--- src/rtl/mem_bus_sched.sv ---
// Sequencer/arbiter sharing one mem_access port between instruction fetch and data requests.
// One transfer in flight; wait states on mem_rdy are bounded by a WAIT_MAX timeout.
module mem_bus_sched #(
  parameter int ADDR_W     = 16,
  parameter int DATA_W     = 8,
  parameter int WAIT_MAX   = 15,
  parameter int STARVE_LIM = 4
) (
  input  logic              clk,
  input  logic              rst,
  input  logic              f_req,
  input  logic [ADDR_W-1:0] f_addr,
  output logic              f_ack,
  output logic [DATA_W-1:0] f_rdata,
  input  logic              d_req,
  input  logic              d_we,
  input  logic [ADDR_W-1:0] d_addr,
  input  logic [DATA_W-1:0] d_wdata,
  output logic              d_ack,
  output logic [DATA_W-1:0] d_rdata,
  output logic              bus_err,
  output logic              mem_en,
  output logic              mem_pc_data,
  output logic              mem_w_rd,
  output logic [ADDR_W-1:0] mem_pc,
  output logic [ADDR_W-1:0] mem_addr,
  output logic [DATA_W-1:0] mem_wdata,
  input  logic [DATA_W-1:0] mem_rdata,
  input  logic              mem_rdy
);

  typedef enum logic [1:0] {IDLE, XFER, WAIT, RESP} state_t;

  localparam int              SW         = $clog2(STARVE_LIM + 1);
  localparam logic [7:0]      WAIT_LIM   = 8'(WAIT_MAX);
  localparam logic [SW-1:0]   STARVE_TOP = SW'(STARVE_LIM);

  state_t            state_q, state_d;
  logic [7:0]        wait_cnt_q, wait_cnt_d;
  logic [SW-1:0]     starve_q, starve_d;

  logic              f_ack_d, d_ack_d, err_d;
  logic [DATA_W-1:0] f_rdata_d, d_rdata_d;
  logic              mem_en_d, pc_data_d, w_rd_d;
  logic [ADDR_W-1:0] pc_d, addr_d;
  logic [DATA_W-1:0] wdata_d;
  logic              grant_fetch, finish, timeout;

  // NOTE: every signal assigned here gets a default first, so no path can infer a latch.
  always_comb begin
    state_d    = state_q;
    wait_cnt_d = wait_cnt_q;
    starve_d   = starve_q;
    f_ack_d    = 1'b0;
    d_ack_d    = 1'b0;
    err_d      = 1'b0;
    f_rdata_d  = f_rdata;
    d_rdata_d  = d_rdata;
    mem_en_d   = mem_en;
    pc_data_d  = mem_pc_data;
    w_rd_d     = mem_w_rd;
    pc_d       = mem_pc;
    addr_d     = mem_addr;
    wdata_d    = mem_wdata;
    finish     = 1'b0;
    timeout    = 1'b0;
    // Data wins unless fetch has been passed over STARVE_LIM times in a row.
    grant_fetch = f_req && (!d_req || (starve_q == STARVE_TOP));

    case (state_q)
      IDLE: begin
        if (f_req || d_req) begin
          state_d    = XFER;
          wait_cnt_d = '0;
          mem_en_d   = 1'b1;
          if (grant_fetch) begin
            pc_data_d = 1'b1;
            w_rd_d    = 1'b0;
            pc_d      = f_addr;
            addr_d    = '0;
            wdata_d   = '0;
            starve_d  = '0;
          end else begin
            pc_data_d = 1'b0;
            w_rd_d    = d_we;
            pc_d      = '0;
            addr_d    = d_addr;
            wdata_d   = d_we ? d_wdata : '0;
            starve_d  = f_req ? starve_q + SW'(1) : '0;
          end
        end
      end
      XFER, WAIT: begin
        if (mem_rdy) begin
          finish = 1'b1;
        end else if (wait_cnt_q == WAIT_LIM) begin
          finish  = 1'b1;
          timeout = 1'b1;
        end else begin
          state_d    = WAIT;
          wait_cnt_d = wait_cnt_q + 8'd1;
        end
        if (finish) begin
          state_d   = RESP;
          mem_en_d  = 1'b0;
          pc_data_d = 1'b0;
          w_rd_d    = 1'b0;
          pc_d      = '0;
          addr_d    = '0;
          wdata_d   = '0;
          err_d     = timeout;
          // The latched grant type still sits on mem_pc_data/mem_w_rd at this point.
          if (mem_pc_data) begin
            f_ack_d   = 1'b1;
            f_rdata_d = timeout ? '1 : mem_rdata;
          end else begin
            d_ack_d = 1'b1;
            if (!mem_w_rd) d_rdata_d = timeout ? '1 : mem_rdata;
          end
        end
      end
      RESP:    state_d = IDLE;
      default: state_d = IDLE;
    endcase
  end

  // NOTE: sequential state uses non-blocking assignments so all flops update together.
  always_ff @(posedge clk or posedge rst) begin
    if (rst) begin
      state_q     <= IDLE;
      wait_cnt_q  <= '0;
      starve_q    <= '0;
      f_ack       <= 1'b0;
      d_ack       <= 1'b0;
      bus_err     <= 1'b0;
      f_rdata     <= '0;
      d_rdata     <= '0;
      mem_en      <= 1'b0;
      mem_pc_data <= 1'b0;
      mem_w_rd    <= 1'b0;
      mem_pc      <= '0;
      mem_addr    <= '0;
      mem_wdata   <= '0;
    end else begin
      state_q     <= state_d;
      wait_cnt_q  <= wait_cnt_d;
      starve_q    <= starve_d;
      f_ack       <= f_ack_d;
      d_ack       <= d_ack_d;
      bus_err     <= err_d;
      f_rdata     <= f_rdata_d;
      d_rdata     <= d_rdata_d;
      mem_en      <= mem_en_d;
      mem_pc_data <= pc_data_d;
      mem_w_rd    <= w_rd_d;
      mem_pc      <= pc_d;
      mem_addr    <= addr_d;
      mem_wdata   <= wdata_d;
    end
  end

endmodule

--- config.mk ---
export PLATFORM = sky130hd
export DESIGN_NAME = mem_bus_sched
export DESIGN_NICKNAME = d
export VERILOG_FILES = /design/src/rtl/mem_bus_sched.sv
export SDC_FILE = /design/constraint.sdc
export NUM_CORES = 1
export LEC_CHECK = 0
export CAP_MARGIN = 10
export CORE_MARGIN = 5
export CORE_UTILIZATION = 48
export DETAILED_ROUTE_END_ITERATION = 7
export GPL_ROUTABILITY_DRIVEN = 0
export PLACE_DENSITY = 0.83
export SLEW_MARGIN = 0
export SYNTH_ARGS = -nofsm -noshare
export SYNTH_HDL_FRONTEND = slang
export SYNTH_SLANG_ARGS = --single-unit
export TNS_END_PERCENT = 100
--- constraint.sdc ---
create_clock -name clk -period 7.42 [get_ports clk]
set_clock_uncertainty 0.15 [all_clocks]
set_input_delay 1.484 -clock clk [delete_from_list [all_inputs] [get_ports clk]]
set_output_delay 1.484 -clock clk [all_outputs]
set_load 0.05 [all_outputs]
==> results.md <==
- Vias in the first global route: 2562
- Core ar.: ~6400 µm²
- Crit path DAT: 3.49 ns
- Syn Area/Cell: ~13 µm²
- Seq cells post-synth: 75
- Clock Path Buffers: 2
- Worst setup EP type: flip-flop
- Fin. Hold Viols: 0
- EDFF count, synth: 0
- Post-cts sizing count: 0
- Area leader, netlist: dfrtp_1
- Crit start category: input pin
- Slew @ Worst Pin: roughly 0.9 ns
- Drt first-iter violations: 112
- Distinct cells, synth: 34
- First-pass GRT wire length: roughly 13 mm
- Min Hold Slack: 0.3585 ns
- Clock Tree Root: clkbuf_8
- Max cap viols: 0
- Die Y-Extent: 91.05 µm
- Mapped Area: 3153 µm²
- Asr flop ratio synth: 1.000
- Htree depth: 3
- Die width: 91.05 µm
- Initial Utilization: 0.4937
- Buffers added on ports: 115
- Num CTS Buffers: 9
- Ys Warns: 0
- Tmin final: 3.366 ns
- Synth area leaders: dfrtp_1, a22o_1, mux2_4, mux2_2, buf_6
- Power density cells: slightly below 500 nW/µm²
- Final setup viols: 0
- Worst hold path class: reg2reg
- CTS tree: done
- Sum Neg Setup Slack: 0 ns
- Initial antenna violation count: 0
- Pin count of the biggest net entering global routing: 76
- Die area: roughly 8300 µm²
- Final nets: ~410
- Share of post-route cells with drive strength above 1: 0.1341
- Clk sink count: 75
- Period utilization: 0.4537
- Max-Slew Margin vs Limit: 0.3940
- Unrepaired setup endpoints after global routing: no
- Commonest cells post-synth: dfrtp_1, a22o_1, nand2_1
- Vias: 2421
- Vias per cell: 5.566
- Crit path kind: in2reg
- Post-CTS setup buffers: 0
- Drt drc: 0
- Lkg Pwr: 2.079 nW
- N_diodes: 0
- Global Route Usage Sum: 0.1964
- Crit path required time: between 7 and 8 ns
- Net Count, Synth: 299
- Critical path's slowest cell: clkdlybuf4s50_1
- Fmax: 0.2971 GHz
- Drt total wl: approximately 8 mm
- Clock Pin Slew Worst Setup and Hold Paths: 0.07 ns
- Post-DRT Antenna Nets: 0
- Io pins: 116
- Peak supply drop: 0.0003984 V
- Critical Path Fanout Max: between 40 and 50
- Count leader, synth: dfrtp_1
- Status: finished, final reports clean
- Main synth FF type: dfrtp_1
- Cell row count: 29
- Sequential share of the synthesized area: 0.5952
- Quantity of hold-fixing buffers added after cts: 0
- Post-synth top area share: 0.5952
- Hpwl dp: 5.696 mm
- Synth-to-Final Area Change: 43.69%
- Slowest stage delay, CP: 0.48 ns
- Worst path cell trace: clkdlybuf4s50_1 -> or3b_1 -> nand2_1 -> a21o_1 -> buf_4 -> a22o_1
- Average routed wire per standard cell: 18.60 µm
- TritonRoute pass-1 iters: 4
- Worst skew pair latency: around 0.34 ns
- Final total power: 2.182 mW
- Max Transition Viols Final: 0
- Grt total ovfl: 0
- Post-Syn Instances: 241
## metrics by stage
stage	util	cell area, µm²	cells	worst slack (ns)
after floorplan	-	3153	241	3.876
after global placement	0.6718	4290	420	3.809
after detailed placement	0.6718	4290	420	3.734
after CTS	0.7094	4531	435	4.070
after global routing	0.7094	4531	435	3.911
final	0.7094	4531	435	4.054
## layout by cell type, fill, tap and decap left out
cell type / netlist / layout
nand3_1: 7 / 7
or4_1: 6 / 6
a21oi_1: 6 / 6
ha_1: 4 / 4
or2_2: 10 / 10
mux2_4: 8 / 8
inv_2: 0 / 1
nand4_1: 2 / 2
or3b_1: 1 / 1
bufinv_16: 0 / 3
nand2_2: 1 / 1
nor3b_1: 1 / 1
inv_1: 9 / 8
a32o_1: 1 / 1
or3_1: 1 / 1
dfrtp_1: 75 / 75
and3_1: 3 / 3
clkdlybuf4s50_1: 0 / 115
buf_4: 3 / 2
mux2_2: 8 / 8
nand2_1: 11 / 11
a22o_1: 40 / 40
o21ai_0: 10 / 10
o31ai_1: 5 / 5
a21oi_2: 1 / 1
nor2_1: 2 / 2
a21o_1: 4 / 4
clkbuf_8: 0 / 10
o211ai_1: 1 / 1
clkinv_4: 0 / 1
clkbuf_1: 1 / 1
and4_4: 1 / 1
nor2b_1: 1 / 1
and2_1: 4 / 4
and4_1: 1 / 1
nor4_4: 1 / 1
a21o_2: 1 / 1
## critical path: cells and delay by family
| kind | cells | cell delay (ns) |
|---|---|---|
| AOI/OAI and AO/OA | 2 | 0.36 |
| buffers and inverters | 2 | 0.87 |
| and+or+nand+nor | 2 | 0.75 |
## metal layers
layer,part of all wire,GRT usage
met5,0,0
met4,0.036,0.1112
met3,0.060,0.04050
met2,0.51,0.3257
met1,0.40,0.2375
## path summary, 6_finish.rpt
path                       slack [ns]  depth (start not counted)                     start                       end
min in group asynchronous        1.60                          3                       rst    d_rdata[6]$_DFFE_PP0P_
setup reg to reg                 4.96                          6    state_q[0]$_DFFE_PP0P_     mem_pc[7]$_DFFE_PP0P_
hold reg to reg                  0.36                          1  mem_wdata[6]$_DFFE_PP0P_  mem_wdata[6]$_DFFE_PP0P_
max in group asynchronous        4.94                          3                       rst     mem_pc[3]$_DFFE_PP0P_
hold / removal                   0.36                          1  mem_wdata[6]$_DFFE_PP0P_  mem_wdata[6]$_DFFE_PP0P_
setup / recovery                 4.05                          6                     f_req     mem_pc[7]$_DFFE_PP0P_
## sequential cells by signal, summed over array words and instances (netlist names), 2 cells and up
name        cells
f_rdata         8
mem_wdata       8
mem_pc         16
mem_addr       16
d_rdata         8
starve_q        3
state_q         2
wait_cnt_q      8
## power by group
part,leakage [nW],internal [mW],switching [mW]
sequential,1.00,0.553,0.0890
combinational,0.958,0.411,0.754
clock,0.120,0.232,0.143
## area by class of cell
| cell class | instances | area, µm² |
|---|---|---|
| inverter | 9 | 33.78 |
| sequential | 75 | 1877 |
| clock buffer | 11 | 141.4 |
| multi-input combinational | 142 | 1117 |
| fill | 456 | 1856 |
| clock inverter | 4 | 98.84 |
| tap | 77 | 96.34 |
| timing repair buffer | 117 | 1166 |
## logic make-up after synthesis
| kind of cell | synth area share |
|---|---|
| AO/OA/AOI/OAI | 0.1691 |
| adder cells (fa/ha/maj) | 0.01587 |
| buffers and inverters | 0.05040 |
| flip-flops | 0.5952 |
| multiplexers | 0.06667 |
| AND/OR/NAND/NOR | 0.1028 |
(Power assumes the default switching activity.)
